<file path="config.mk">
export PLATFORM = sky130hd
export DESIGN_NAME = bp_table_ctrl
export DESIGN_NICKNAME = d
export VERILOG_FILES = /design/src/rtl/bp_pkg.sv /design/src/rtl/bp_table.sv /design/src/rtl/bp_table_ctrl.sv
export SDC_FILE = /design/constraint.sdc
export NUM_CORES = 1
export LEC_CHECK = 0
export ABC_AREA = 1
export CORE_UTILIZATION = 54
export CTS_BUF_LIST = sky130_fd_sc_hd__clkbuf_4 sky130_fd_sc_hd__clkbuf_8
export CTS_CLUSTER_DIAMETER = 200
export CTS_CLUSTER_SIZE = 20
export DETAILED_ROUTE_END_ITERATION = 10
export GPL_TIMING_DRIVEN = 1
export HOLD_SLACK_MARGIN = 0.15
export PLACE_DENSITY = 0.91
export SETUP_SLACK_MARGIN = 0.1
export SLEW_MARGIN = 40
export SYNTH_ARGS = -nofsm -noshare
export SYNTH_HDL_FRONTEND = slang
export SYNTH_SLANG_ARGS = --single-unit
</file>
<file path="constraint.sdc">
create_clock -name i_clk -period 2.6 [get_ports i_clk]
set_input_delay 0.52 -clock i_clk [delete_from_list [all_inputs] [get_ports i_clk]]
set_output_delay 0.52 -clock i_clk [all_outputs]
set_load 0.01 [all_outputs]
</file>
<file path="src/rtl/bp_pkg.sv">
// ---------------------------------------------------------------------------
// bp_pkg
// Shared definitions for the branch-predictor table controller:
//   - bp_state_e : controller state (init walk / normal run)
//   - TAKEN / NOT_TAKEN : 1-bit prediction encodings
//   - pc_to_idx  : PC -> table index extraction (pc[idx_w+1:2])
// ---------------------------------------------------------------------------
package bp_pkg;

   typedef enum logic [0:0] {
      ST_INIT = 1'b0,
      ST_RUN  = 1'b1
   } bp_state_e;

   localparam logic TAKEN     = 1'b1;
   localparam logic NOT_TAKEN = 1'b0;

   // PCs are zero-extended to this width before index extraction so one
   // function serves every PC_W up to 64 bits.
   localparam int unsigned PC_EXT_W = 64;

   // Word-aligned PCs: drop the two byte-offset bits, keep idx_w bits.
   function automatic logic [PC_EXT_W-1:0] pc_to_idx(
      input logic [PC_EXT_W-1:0] pc,
      input int unsigned         idx_w
   );
      logic [PC_EXT_W-1:0] mask;
      mask = (64'd1 << idx_w) - 64'd1;
      return (pc >> 2) & mask;
   endfunction

endpackage

</file>
<file path="src/rtl/bp_table.sv">
// ---------------------------------------------------------------------------
// bp_table
// 2^IDX_W x 1-bit single-ported predictor storage with synchronous read.
// All sequencing (init walk, arbitration) is owned by the controller.
// Ports:
//   i_clk, i_rst : clock, synchronous active-high reset (read register only)
//   i_addr       : entry index for read or write
//   i_we, i_wdata: write enable and write data
//   i_re         : read enable; o_rdata updates only when asserted
//   o_rdata      : registered read data, holds when i_re is low
// ---------------------------------------------------------------------------
module bp_table
   import bp_pkg::*;
#(
   parameter int IDX_W = 6
) (
   input  logic             i_clk,
   input  logic             i_rst,
   input  logic [IDX_W-1:0] i_addr,
   input  logic             i_we,
   input  logic             i_wdata,
   input  logic             i_re,
   output logic             o_rdata
);

   // Storage is not reset: the controller's init walk defines its contents.
   logic [(1 << IDX_W)-1:0] r_mem;
   logic                    r_rdata;

   // Storage write port.
   always_ff @(posedge i_clk) begin
      if (i_we) begin
         r_mem[i_addr] <= i_wdata;
      end
   end

   // Synchronous read register; holds its value between reads.
   always_ff @(posedge i_clk) begin
      if (i_rst) begin
         r_rdata <= NOT_TAKEN;
      end else if (i_re) begin
         r_rdata <= r_mem[i_addr];
      end
   end

   assign o_rdata = r_rdata;

endmodule

</file>
<file path="src/rtl/bp_table_ctrl.sv">
// ---------------------------------------------------------------------------
// bp_table_ctrl
// Controller for a direct-mapped table of 1-bit branch predictors. Walks the
// table to INIT_PRED after reset/flush, then arbitrates one access per cycle
// between a fetch-side lookup and a resolve-side update. Updates win by
// default; a lookup blocked by updates for 2 consecutive cycles gets priority.
// Optional feature macro: BP_STATS_EN (adds o_stat_lookups / o_stat_mispred).
// Ports:
//   i_clk, i_rst          : clock, synchronous active-high reset
//   i_en                  : global enable, 0 freezes the controller
//   i_flush               : one-cycle pulse, restarts the init walk
//   i_lookup_valid/_pc    : lookup request; o_lookup_ready = accepted (comb)
//   o_pred_valid/_taken   : prediction, one cycle after an accepted lookup
//   i_upd_valid/_pc       : update request; o_upd_ready = accepted (comb)
//   i_upd_result          : resolved direction written to the entry
//   i_upd_pred            : prediction that was used (statistics only)
//   o_busy                : init walk in progress
//   o_stat_lookups/_mispred : saturating counters (BP_STATS_EN only)
// ---------------------------------------------------------------------------
module bp_table_ctrl
   import bp_pkg::*;
#(
   parameter int   IDX_W     = 6,
   parameter int   PC_W      = 32,
   parameter logic INIT_PRED = TAKEN
) (
   input  logic            i_clk,
   input  logic            i_rst,
   input  logic            i_en,
   input  logic            i_flush,
   input  logic            i_lookup_valid,
   input  logic [PC_W-1:0] i_lookup_pc,
   output logic            o_lookup_ready,
   output logic            o_pred_valid,
   output logic            o_pred_taken,
   input  logic            i_upd_valid,
   input  logic [PC_W-1:0] i_upd_pc,
   input  logic            i_upd_result,
   input  logic            i_upd_pred,
   output logic            o_upd_ready,
   output logic            o_busy
`ifdef BP_STATS_EN
   ,
   output logic [31:0]     o_stat_lookups,
   output logic [31:0]     o_stat_mispred
`endif
);

   bp_state_e          r_state;
   bp_state_e          w_state_nxt;
   logic [IDX_W-1:0]   r_walk_cnt;
   logic               r_starve;
   logic               r_blk_seen;   // one blocked cycle already seen
   logic               r_pred_valid;

   logic               w_busy;
   logic               w_acc;
   logic               w_walk_en;
   logic               w_walk_last;
   logic               w_lookup_ready;
   logic               w_upd_ready;
   logic               w_lk_acc;
   logic               w_up_acc;

   logic [63:0]        w_lk_idx_full;
   logic [63:0]        w_up_idx_full;
   logic [IDX_W-1:0]   w_lk_idx;
   logic [IDX_W-1:0]   w_up_idx;
   logic [IDX_W-1:0]   w_tbl_addr;
   logic               w_tbl_we;
   logic               w_tbl_wdata;
   logic               w_tbl_rdata;
   logic               w_unused_idx_bits;

   assign w_lk_idx_full = pc_to_idx(64'(i_lookup_pc), IDX_W);
   assign w_up_idx_full = pc_to_idx(64'(i_upd_pc), IDX_W);
   assign w_lk_idx      = w_lk_idx_full[IDX_W-1:0];
   assign w_up_idx      = w_up_idx_full[IDX_W-1:0];
   assign w_unused_idx_bits = ^{w_lk_idx_full[63:IDX_W], w_up_idx_full[63:IDX_W]};

   assign w_walk_last = (r_walk_cnt == {IDX_W{1'b1}});

   // FSM state register.
   always_ff @(posedge i_clk) begin
      if (i_rst) begin
         r_state <= ST_INIT;
      end else begin
         r_state <= w_state_nxt;
      end
   end

   // FSM next-state logic; flush from any state restarts the walk.
   always_comb begin
      w_state_nxt = r_state;
      case (r_state)
         ST_INIT: begin
            if (i_flush) begin
               w_state_nxt = ST_INIT;
            end else if (w_walk_en && w_walk_last) begin
               w_state_nxt = ST_RUN;
            end else begin
               w_state_nxt = ST_INIT;
            end
         end
         ST_RUN: begin
            if (i_flush) begin
               w_state_nxt = ST_INIT;
            end else begin
               w_state_nxt = ST_RUN;
            end
         end
         default: w_state_nxt = ST_INIT;
      endcase
   end

   // FSM outputs: walk step enable, access permission, busy flag.
   always_comb begin
      w_busy    = 1'b1;
      w_acc     = 1'b0;
      w_walk_en = 1'b0;
      case (r_state)
         ST_INIT: begin
            w_busy    = 1'b1;
            w_acc     = 1'b0;
            w_walk_en = i_en & ~i_flush;
         end
         ST_RUN: begin
            w_busy    = 1'b0;
            w_acc     = i_en & ~i_flush;
            w_walk_en = 1'b0;
         end
         default: begin
            w_busy    = 1'b1;
            w_acc     = 1'b0;
            w_walk_en = 1'b0;
         end
      endcase
   end

   // Arbitration: updates win unless the lookup side is starving.
   assign w_upd_ready    = w_acc & ~(i_lookup_valid & r_starve);
   assign w_lookup_ready = w_acc & ~(i_upd_valid & ~r_starve);
   assign w_lk_acc       = i_lookup_valid & w_lookup_ready;
   assign w_up_acc       = i_upd_valid & w_upd_ready;

   // Init walk counter; wraps to 0 after the last entry.
   always_ff @(posedge i_clk) begin
      if (i_rst || i_flush) begin
         r_walk_cnt <= {IDX_W{1'b0}};
      end else if (w_walk_en) begin
         r_walk_cnt <= r_walk_cnt + {{(IDX_W-1){1'b0}}, 1'b1};
      end
   end

   // Starvation tracking. Only cycles where the table was usable but an
   // update took it count as blocked; disabled or init cycles hold state.
   always_ff @(posedge i_clk) begin
      if (i_rst || i_flush) begin
         r_starve   <= 1'b0;
         r_blk_seen <= 1'b0;
      end else if (w_lk_acc) begin
         r_starve   <= 1'b0;
         r_blk_seen <= 1'b0;
      end else if (w_acc && i_lookup_valid) begin
         if (r_blk_seen) begin
            r_starve <= 1'b1;
         end
         r_blk_seen <= 1'b1;
      end else if (i_en && !i_lookup_valid) begin
         r_blk_seen <= 1'b0;
      end
   end

   // Single table port: walk write, update write, or lookup read.
   always_comb begin
      w_tbl_addr  = w_lk_idx;
      w_tbl_we    = 1'b0;
      w_tbl_wdata = NOT_TAKEN;
      if (w_busy) begin
         w_tbl_addr  = r_walk_cnt;
         w_tbl_we    = w_walk_en;
         w_tbl_wdata = INIT_PRED;
      end else if (w_up_acc) begin
         w_tbl_addr  = w_up_idx;
         w_tbl_we    = 1'b1;
         w_tbl_wdata = i_upd_result;
      end else begin
         w_tbl_addr  = w_lk_idx;
         w_tbl_we    = 1'b0;
         w_tbl_wdata = NOT_TAKEN;
      end
   end

   bp_table #(
      .IDX_W (IDX_W)
   ) u_table (
      .i_clk   (i_clk),
      .i_rst   (i_rst),
      .i_addr  (w_tbl_addr),
      .i_we    (w_tbl_we),
      .i_wdata (w_tbl_wdata),
      .i_re    (w_lk_acc),
      .o_rdata (w_tbl_rdata)
   );

   // Prediction valid pulses the cycle after each accepted lookup.
   always_ff @(posedge i_clk) begin
      if (i_rst) begin
         r_pred_valid <= 1'b0;
      end else begin
         r_pred_valid <= w_lk_acc;
      end
   end

   assign o_pred_valid   = r_pred_valid;
   assign o_pred_taken   = w_tbl_rdata;
   assign o_lookup_ready = w_lookup_ready;
   assign o_upd_ready    = w_upd_ready;
   assign o_busy         = w_busy;

`ifdef BP_STATS_EN
   logic [31:0] r_stat_lookups;
   logic [31:0] r_stat_mispred;

   // Saturating statistics counters, cleared by reset and flush.
   always_ff @(posedge i_clk) begin
      if (i_rst || i_flush) begin
         r_stat_lookups <= 32'd0;
         r_stat_mispred <= 32'd0;
      end else begin
         if (w_lk_acc && (r_stat_lookups != 32'hFFFF_FFFF)) begin
            r_stat_lookups <= r_stat_lookups + 32'd1;
         end
         if (w_up_acc && (i_upd_pred != i_upd_result) &&
             (r_stat_mispred != 32'hFFFF_FFFF)) begin
            r_stat_mispred <= r_stat_mispred + 32'd1;
         end
      end
   end

   assign o_stat_lookups = r_stat_lookups;
   assign o_stat_mispred = r_stat_mispred;
`else
   logic w_unused_upd_pred;
   assign w_unused_upd_pred = i_upd_pred;
`endif

endmodule

</file>
==> results of run 1 <==
## cells in the final DEF (no fill, tap or decap), types with 3 or more instances in the layout
cell and n:
a21oi_1 10, o211ai_2 3, clkbuf_8 9, nand2_1 100
o211ai_1 8, buf_4 45, o21ai_0 5, dfxtp_1 10
clkdlybuf4s50_1 18, inv_1 80, o21ai_2 3, nor3_1 11
o21ai_1 5, nand2_2 6, nor2_4 5, nand3_1 37
inv_2 6, nor2_1 76, nand3_2 8, buf_12 5
edfxtp_1 64
## worst max-delay path, delay by kind of cell
family,cells,cell delay (ps)
AO/OA/AOI/OAI,1,70
buffers and inverters,7,910
AND/OR/NAND/NOR,11,1310
## layer usage
layer  track usage  up-vias
li1              -     1633
met1         0.330     1627
met2         0.469      230
met3        0.0575       52
met4         0.168        0
met5             0        -
## registers in the layout, summed over array words and instances (netlist names)
signal           count
u_table.r_mem       64
r_walk_cnt           6
o_pred_valid         1
r_blk_seen           1
r_starve             1
r_state              1
u_table.o_rdata      1
## worst min-delay path by stage
stage                                    start                    endpoint  slack (ps)  cells after the start
floorplan           r_walk_cnt[5]$_SDFFE_PP0P_          r_state$_SDFF_PP0_         450                      2
global placement    r_walk_cnt[5]$_SDFFE_PP0P_  r_walk_cnt[5]$_SDFFE_PP0P_         470                      2
detailed placement  r_walk_cnt[5]$_SDFFE_PP0P_          r_state$_SDFF_PP0_         480                      2
CTS                 r_walk_cnt[5]$_SDFFE_PP0P_          r_state$_SDFF_PP0_         490                      2
global route        r_walk_cnt[5]$_SDFFE_PP0P_          r_state$_SDFF_PP0_         520                      2
finish              r_walk_cnt[5]$_SDFFE_PP0P_          r_state$_SDFF_PP0_         500                      2
## power by group
group	total [mW]	switching (mW)	internal (mW)
Clock	1.01	0.459	0.547
Sequential	1.29	0.00114	1.28
Combinational	0.150	0.0789	0.0714
Total	2.44	0.539	1.90
## synth_stat cells
library cell	n
o21ai_0	5
nor2_4	3
a31oi_2	1
o211ai_2	3
nor2_1	76
nand2_2	5
o21a_1	1
a21oi_1	10
edfxtp_1	64
o21ai_1	5
buf_6	6
nand3_2	6
dfxtp_1	11
o22ai_1	1
nand2_1	102
nand4_2	1
nor3b_1	1
inv_1	82
nand3_1	39
or2_0	1
o21ai_2	3
nor3_1	11
clkinv_1	1
o211ai_1	8
ha_1	1
buf_4	3
buf_2	6
nor2_2	3
o21bai_1	1
nand4_1	1
inv_2	4
## what timing repair did
action | 4_1_cts | 5_1_grt
setup buffers | 4 | 4
hold buffers | 0 | 0
setup endpoints to repair | 41 | 57
gates resized for setup | 12 | 10
pin swaps | 6 | 5
cloned | 1 | 2
## logic make-up (layout without fill, tap and decap cells)
logic type	Yosys count	in the layout	synth area share
AND/OR/NAND/NOR	249	249	0.277
buffers and inverters	102	181	0.113
flip-flops	75	75	0.542
AO/OA/AOI/OAI	38	38	0.0652
adder cells (fa/ha/maj)	1	1	0.00316
## metrics by stage
stage / std cells / hold slack [ps]
2_1_floorplan: 465 / 451
3_3_place_gp: 613 / 468
3_5_place_dp: 613 / 477
4_1_cts: 634 / 491
5_1_grt: 640 / 518
6_report: 640 / 497
## final cells by class
type	count	area, um^2
sequential	75	2150
fill	460	1950
multi-input combinational	288	1400
timing repair buffer	78	776
inverter	87	327
clock buffer	9	124
tap	96	120
clock inverter	7	98.8
==> results.cfg, run 1 <==
[status]
outcome = finished, final reports clean

[placed_design]
numPortBuffers = 23
post_dp_cell_area_um2 = 4560
place_hpwl_um = 6060
dp_worst_setup_slack_ps = -412
gp_congestion = 0.861

[clocking]
cts_buffers = 9
clock_path_buffers = 2
cts_tree = done
cts_sinks = 75
clockRootBuffer = clkbuf_8
clock_latency_ps = 350
clk_pin_slew_ps = 90
htreeDepth = 3

[floorplan]
num_io_pins = 77
die_h_um = 87.6
die_area_um2 = 7670
rows = 30
core_um2 = 6940
die_width_um = 87.6
start_util = 0.569

[route]
routed_wl_um = 10600
top_layer_used = met4
antenna_left = 0
first_iter_violations = 404
drc = 0
firstDrtPassIters = 6
route.met2.wl_um = 5170
routed-wl-met3_um = 951
met1_length_um = 3860
viasPerCell = 5.53
dr_total_vias = 3542
avgRoutedWirePerCell_um = 16.5

[synth]
ys_types = 31
yosysSeqAreaShare = 0.542
synth_area_leaders = edfxtp_1 (49%), nand2_1 (9.7%), inv_1 (7.8%)
yosys_warnings = 0
synth-seq-cells = 75
synth.net_count = 538
syn_inst = 465
syn_area_um2 = 3950
synth_area_per_cell_um2 = 8.50
synth_area_leader_cell = edfxtp_1
yosys.area.top_type_share = 0.486

[timing]
finalSetupTns_ps = 0
fin_skew_ps = 14.7
worstMarginPinSlew_ps = 483
final-setup-viol-count = 0
hold_viol_final = 0
fin_ws_ps = 31.2
min_period_ps = 2570
max_freq_mhz = 389
post-route-period-util = 0.988
maxSlewViolCount = 0
slew_headroom = 0.677

[setup_path]
worstSetupEndpointType = flip-flop
crit_top_cell = buf_4
startpoint = i_en
endpoint = u_table.o_rdata$_SDFFE_PP0P_
reg2reg_setup_slack_ps = 80
worstRegToRegCells = 17
crit_chain = dlygate4sd2_1 > buf_4 > nand3_2 > nor2_4 > buf_4 > buf_4 > nand3_1 > nand3_2 > nand2_4 > buf_4 > buf_6 > nor2_1 > o21ai_2 > nor2_1 > nand2_1 > nand3_1 > nand3_1 > nand2_1 > inv_1
r2r-start = r_state$_SDFF_PP0_
cp_slowest_stage_delay_ps = 250
start_kind = primary input
cp_data_arrival_time_ps = 2830
cpMaxStageDelayCell = dlygate4sd2_1
cp_max_fo = 9
critPathRequiredTime_ps = 2860
path_class = in -> reg
r2r-end = u_table.o_rdata$_SDFFE_PP0P_

[finish]
n_antenna_cell = 0
syn_to_final_growth_pct = 26.3
finalInstanceArea_um2 = 4990
drive_gt1_frac = 0.197
fin_util = 0.719
fin_nets = 612

[grt]
antenna_found_initial = 0
grt_pass1_vias = 3394
grt_pass1_wl_um = 15800
grt_max_degree = 65
track_usage = 0.278
grt_overflow = 0

[pwr]
power_mw = 2.44
p_leak_nw = 2.09
vdd_drop_max_mv = 0.387
powerDensity_nw_per_um2 = 489

[worst_hold_path]
hold_class = reg -> reg

[flow_run]
maxCapViolCount = 0
Power figures use the tool's default switching activity.
==> run 2, diff against run 1 <==
- CAP_MARGIN: unset -> 30
==> results of run 2 <==
No change in the layout: final DEF, timing and power equal those of run 1.
==> patch: new RTL, settings of run 1 <==
`IDX_W` is set to 6 in 2 places; all go to 5.
--- a/src/rtl/bp_table.sv
+++ b/src/rtl/bp_table.sv
@@ -12,7 +12,7 @@
 module bp_table
    import bp_pkg::*;
 #(
-   parameter int IDX_W = 6
+   parameter int IDX_W = 5
 ) (
    input  logic             i_clk,
    input  logic             i_rst,
--- a/src/rtl/bp_table_ctrl.sv
+++ b/src/rtl/bp_table_ctrl.sv
@@ -20,7 +20,7 @@
 module bp_table_ctrl
    import bp_pkg::*;
 #(
-   parameter int   IDX_W     = 6,
+   parameter int   IDX_W     = 5,
    parameter int   PC_W      = 32,
    parameter logic INIT_PRED = TAKEN
 ) (
Function: same outputs for any inputs over 10 cycles, from zero or initial values and one cycle with i_rst high; that may be too few to reach the edited logic, so the function may still have changed.
==> patch against run 1 <==
  * Clock power is 38% lower
  * Worst hold slack worse by 0.027 ns
  * Cell count down 40%
  * Final area fell by 42%
  * Worst setup slack better by 0.25 ns
  * Total power is 41% lower
  * Sequential cell count is 33 lower
  * Wire length is 50% lower
  * Area after synthesis is 43% lower
  * Highest routed layer unchanged
==> patch: results (changes against run 1) <==
Final net count -> 408 (was 612)
Critical path's top delay family -> simple AND/OR/NAND/NOR gates (unchanged)
GRT Total Usage -> 26.0% (was 27.8%)
Clk_lat worst skew -> 0.29 ns (was 0.35 ns)
Buffers on Ports -> 21 (was 23)
First-pass GRT wire length -> 8430 um (was 15800 um)
Peak supply drop -> 0.454 mV (was 0.387 mV)
Routability cong. -> 0.829 (was 0.861)
CP max-delay cell -> clkdlybuf4s50_1 (was dlygate4sd2_1)
DRT iter0 DRCs -> 164 (was 404)
Switch share -> 18.9% (was 22.1%)
HP Start -> r_blk_seen (was r_walk_cnt[5])
Largest net degree at the start of global routing -> 33 (was 65)
Mux contribution to synthesized area -> 0% (unchanged)
CP arrival -> 2.52 ns (was 2.83 ns)
H-Tree Depth -> 2 (was 3)
CP Max Fanout -> 9 (unchanged)
CTS clk-pin slew, worst paths -> 0.08 ns
EDFF count, synth -> 32 (was 64)
Cts bufs inserted -> 5 (was 9)
Dpl cells -> 376 (was 613)
Wire per inst -> 13.8 um (was 16.5 um)
Synth top area cells -> edfxtp_1 42%, nand2_1 15%, dfxtp_1 8.8% (was edfxtp_1 49%, nand2_1 9.7%, inv_1 7.8%)
Top_reg_cell synth -> edfxtp_1 (unchanged)
Detail Placement HPWL -> 3710 um (was 6060 um)
Distinct cells, synth -> 25 (was 31)
Slew @ Worst Pin -> 0.467 ns (was 0.483 ns)
HP Class -> register to register (unchanged)
Leak Pwr -> 1.30 nW (was 2.09 nW)
Slowest Stage Delay on Critical Path -> 0.50 ns (was 0.25 ns)
Slew Limit Fails -> 0 (unchanged)
Synthesis Warnings -> 0 (unchanged)
Synth async-reset ratio -> 0% (unchanged)
Pre-CTS worst setup slack -> -0.126 ns (was -0.412 ns)
Via Count -> 2072 (was 3542)
Syn_area_per_cell -> 8.09 sq um (was 8.50 sq um)
Post-synth top cells -> 89 x nand2_1, 50 x nor2_1, 32 x edfxtp_1, 29 x inv_1, 27 x nand3_1 (was 102 x nand2_1, 82 x inv_1, 76 x nor2_1, 64 x edfxtp_1, 39 x nand3_1)
Status -> complete, no violations (unchanged)
Top flop regs -> u_table.r_mem (32), r_walk_cnt (5) (was u_table.r_mem (64), r_walk_cnt (6))
Post-Syn Nets -> 354 (was 538)
Final wirelength -> 5320 um (was 10600 um)
Number of global-route vias before repair -> 1966 (was 3394)
Seq/Total Area, Yosys -> 51.3% (was 54.2%)
Clock tree buffer depth -> 2 (unchanged)
Fin Clk Skew -> 0.0110 ns (was 0.0147 ns)
Postcts setup bufs -> 0 (was 4)
Share of cells above drive strength 1 -> 18.2% (was 19.7%)
DR pass1 iterations -> 4 (was 6)
Setup crit start -> i_flush (was i_en)
Root buffer cell -> clkbuf_8 (unchanged)
Synth Area in Adders -> 1.10% (was 0.316%)
Dpl cell area -> 2750 sq um (was 4560 sq um)
Post-synthesis compound-gate area fraction -> 4.48% (was 6.52%)
[patch: cell types whose count changed in the layout (fill, tap and decap cells not counted), sizes merged, moves of 13 or more]
cell,run 1,this run
buf,52,30
edfxtp,64,32
inv,88,31
nand2,107,94
nand3,45,31
nor2,82,52
[patch: metal layers]
metal | up-vias | global-route usage (%) | share of wire, %
met5 | - | 0 | 0
met4 | 0 | 11.2 | 1.9
met3 | 13 | 5.65 | 6.3
met2 | 71 | 47.6 | 53
met1 | 978 | 28.5 | 38
li1 | 1010 | - | -
[patch: worst min-delay path, stage by stage, from the launching register on]
cell and delay [ns]:
dfxtp_1 0.32, inv_1 0.05, a211oi_1 0.06
[patch: final cells by class]
cell class,instances,area (sq um)
clock buffer,6,82.6
clock inverter,2,60.1
fill,267,1080
inverter,31,116
multi-input combinational,202,970
sequential,42,1160
tap,50,62.6
timing repair buffer,51,464
timing repair inverter,1,5.00
[patch: final timing paths]
| check | to | slack [ns] | cells after the start |
|---|---|---|---|
| setup / recovery | u_table.o_rdata | 0.28 | 17 |
| hold / removal | r_blk_seen | 0.47 | 2 |
| setup reg to reg | u_table.o_rdata | 0.42 | 15 |
| hold reg to reg | r_blk_seen | 0.47 | 2 |
[patch: what timing repair did]
action	in CTS	in global routing
resized for setup	2	11
setup endpoints to repair	1	34
pin swaps	0	0
cloned	0	1
[patch: power groups by stage]
stage          Sequential (mW)  Combinational [mW]  Clock (mW)
6_report                 0.716               0.108       0.625
5_1_grt                  0.717               0.117       0.652
4_1_cts                  0.716               0.106       0.631
3_5_place_dp             0.731               0.103           0
3_3_place_gp             0.731               0.100           0
2_1_floorplan            0.731              0.0444           0
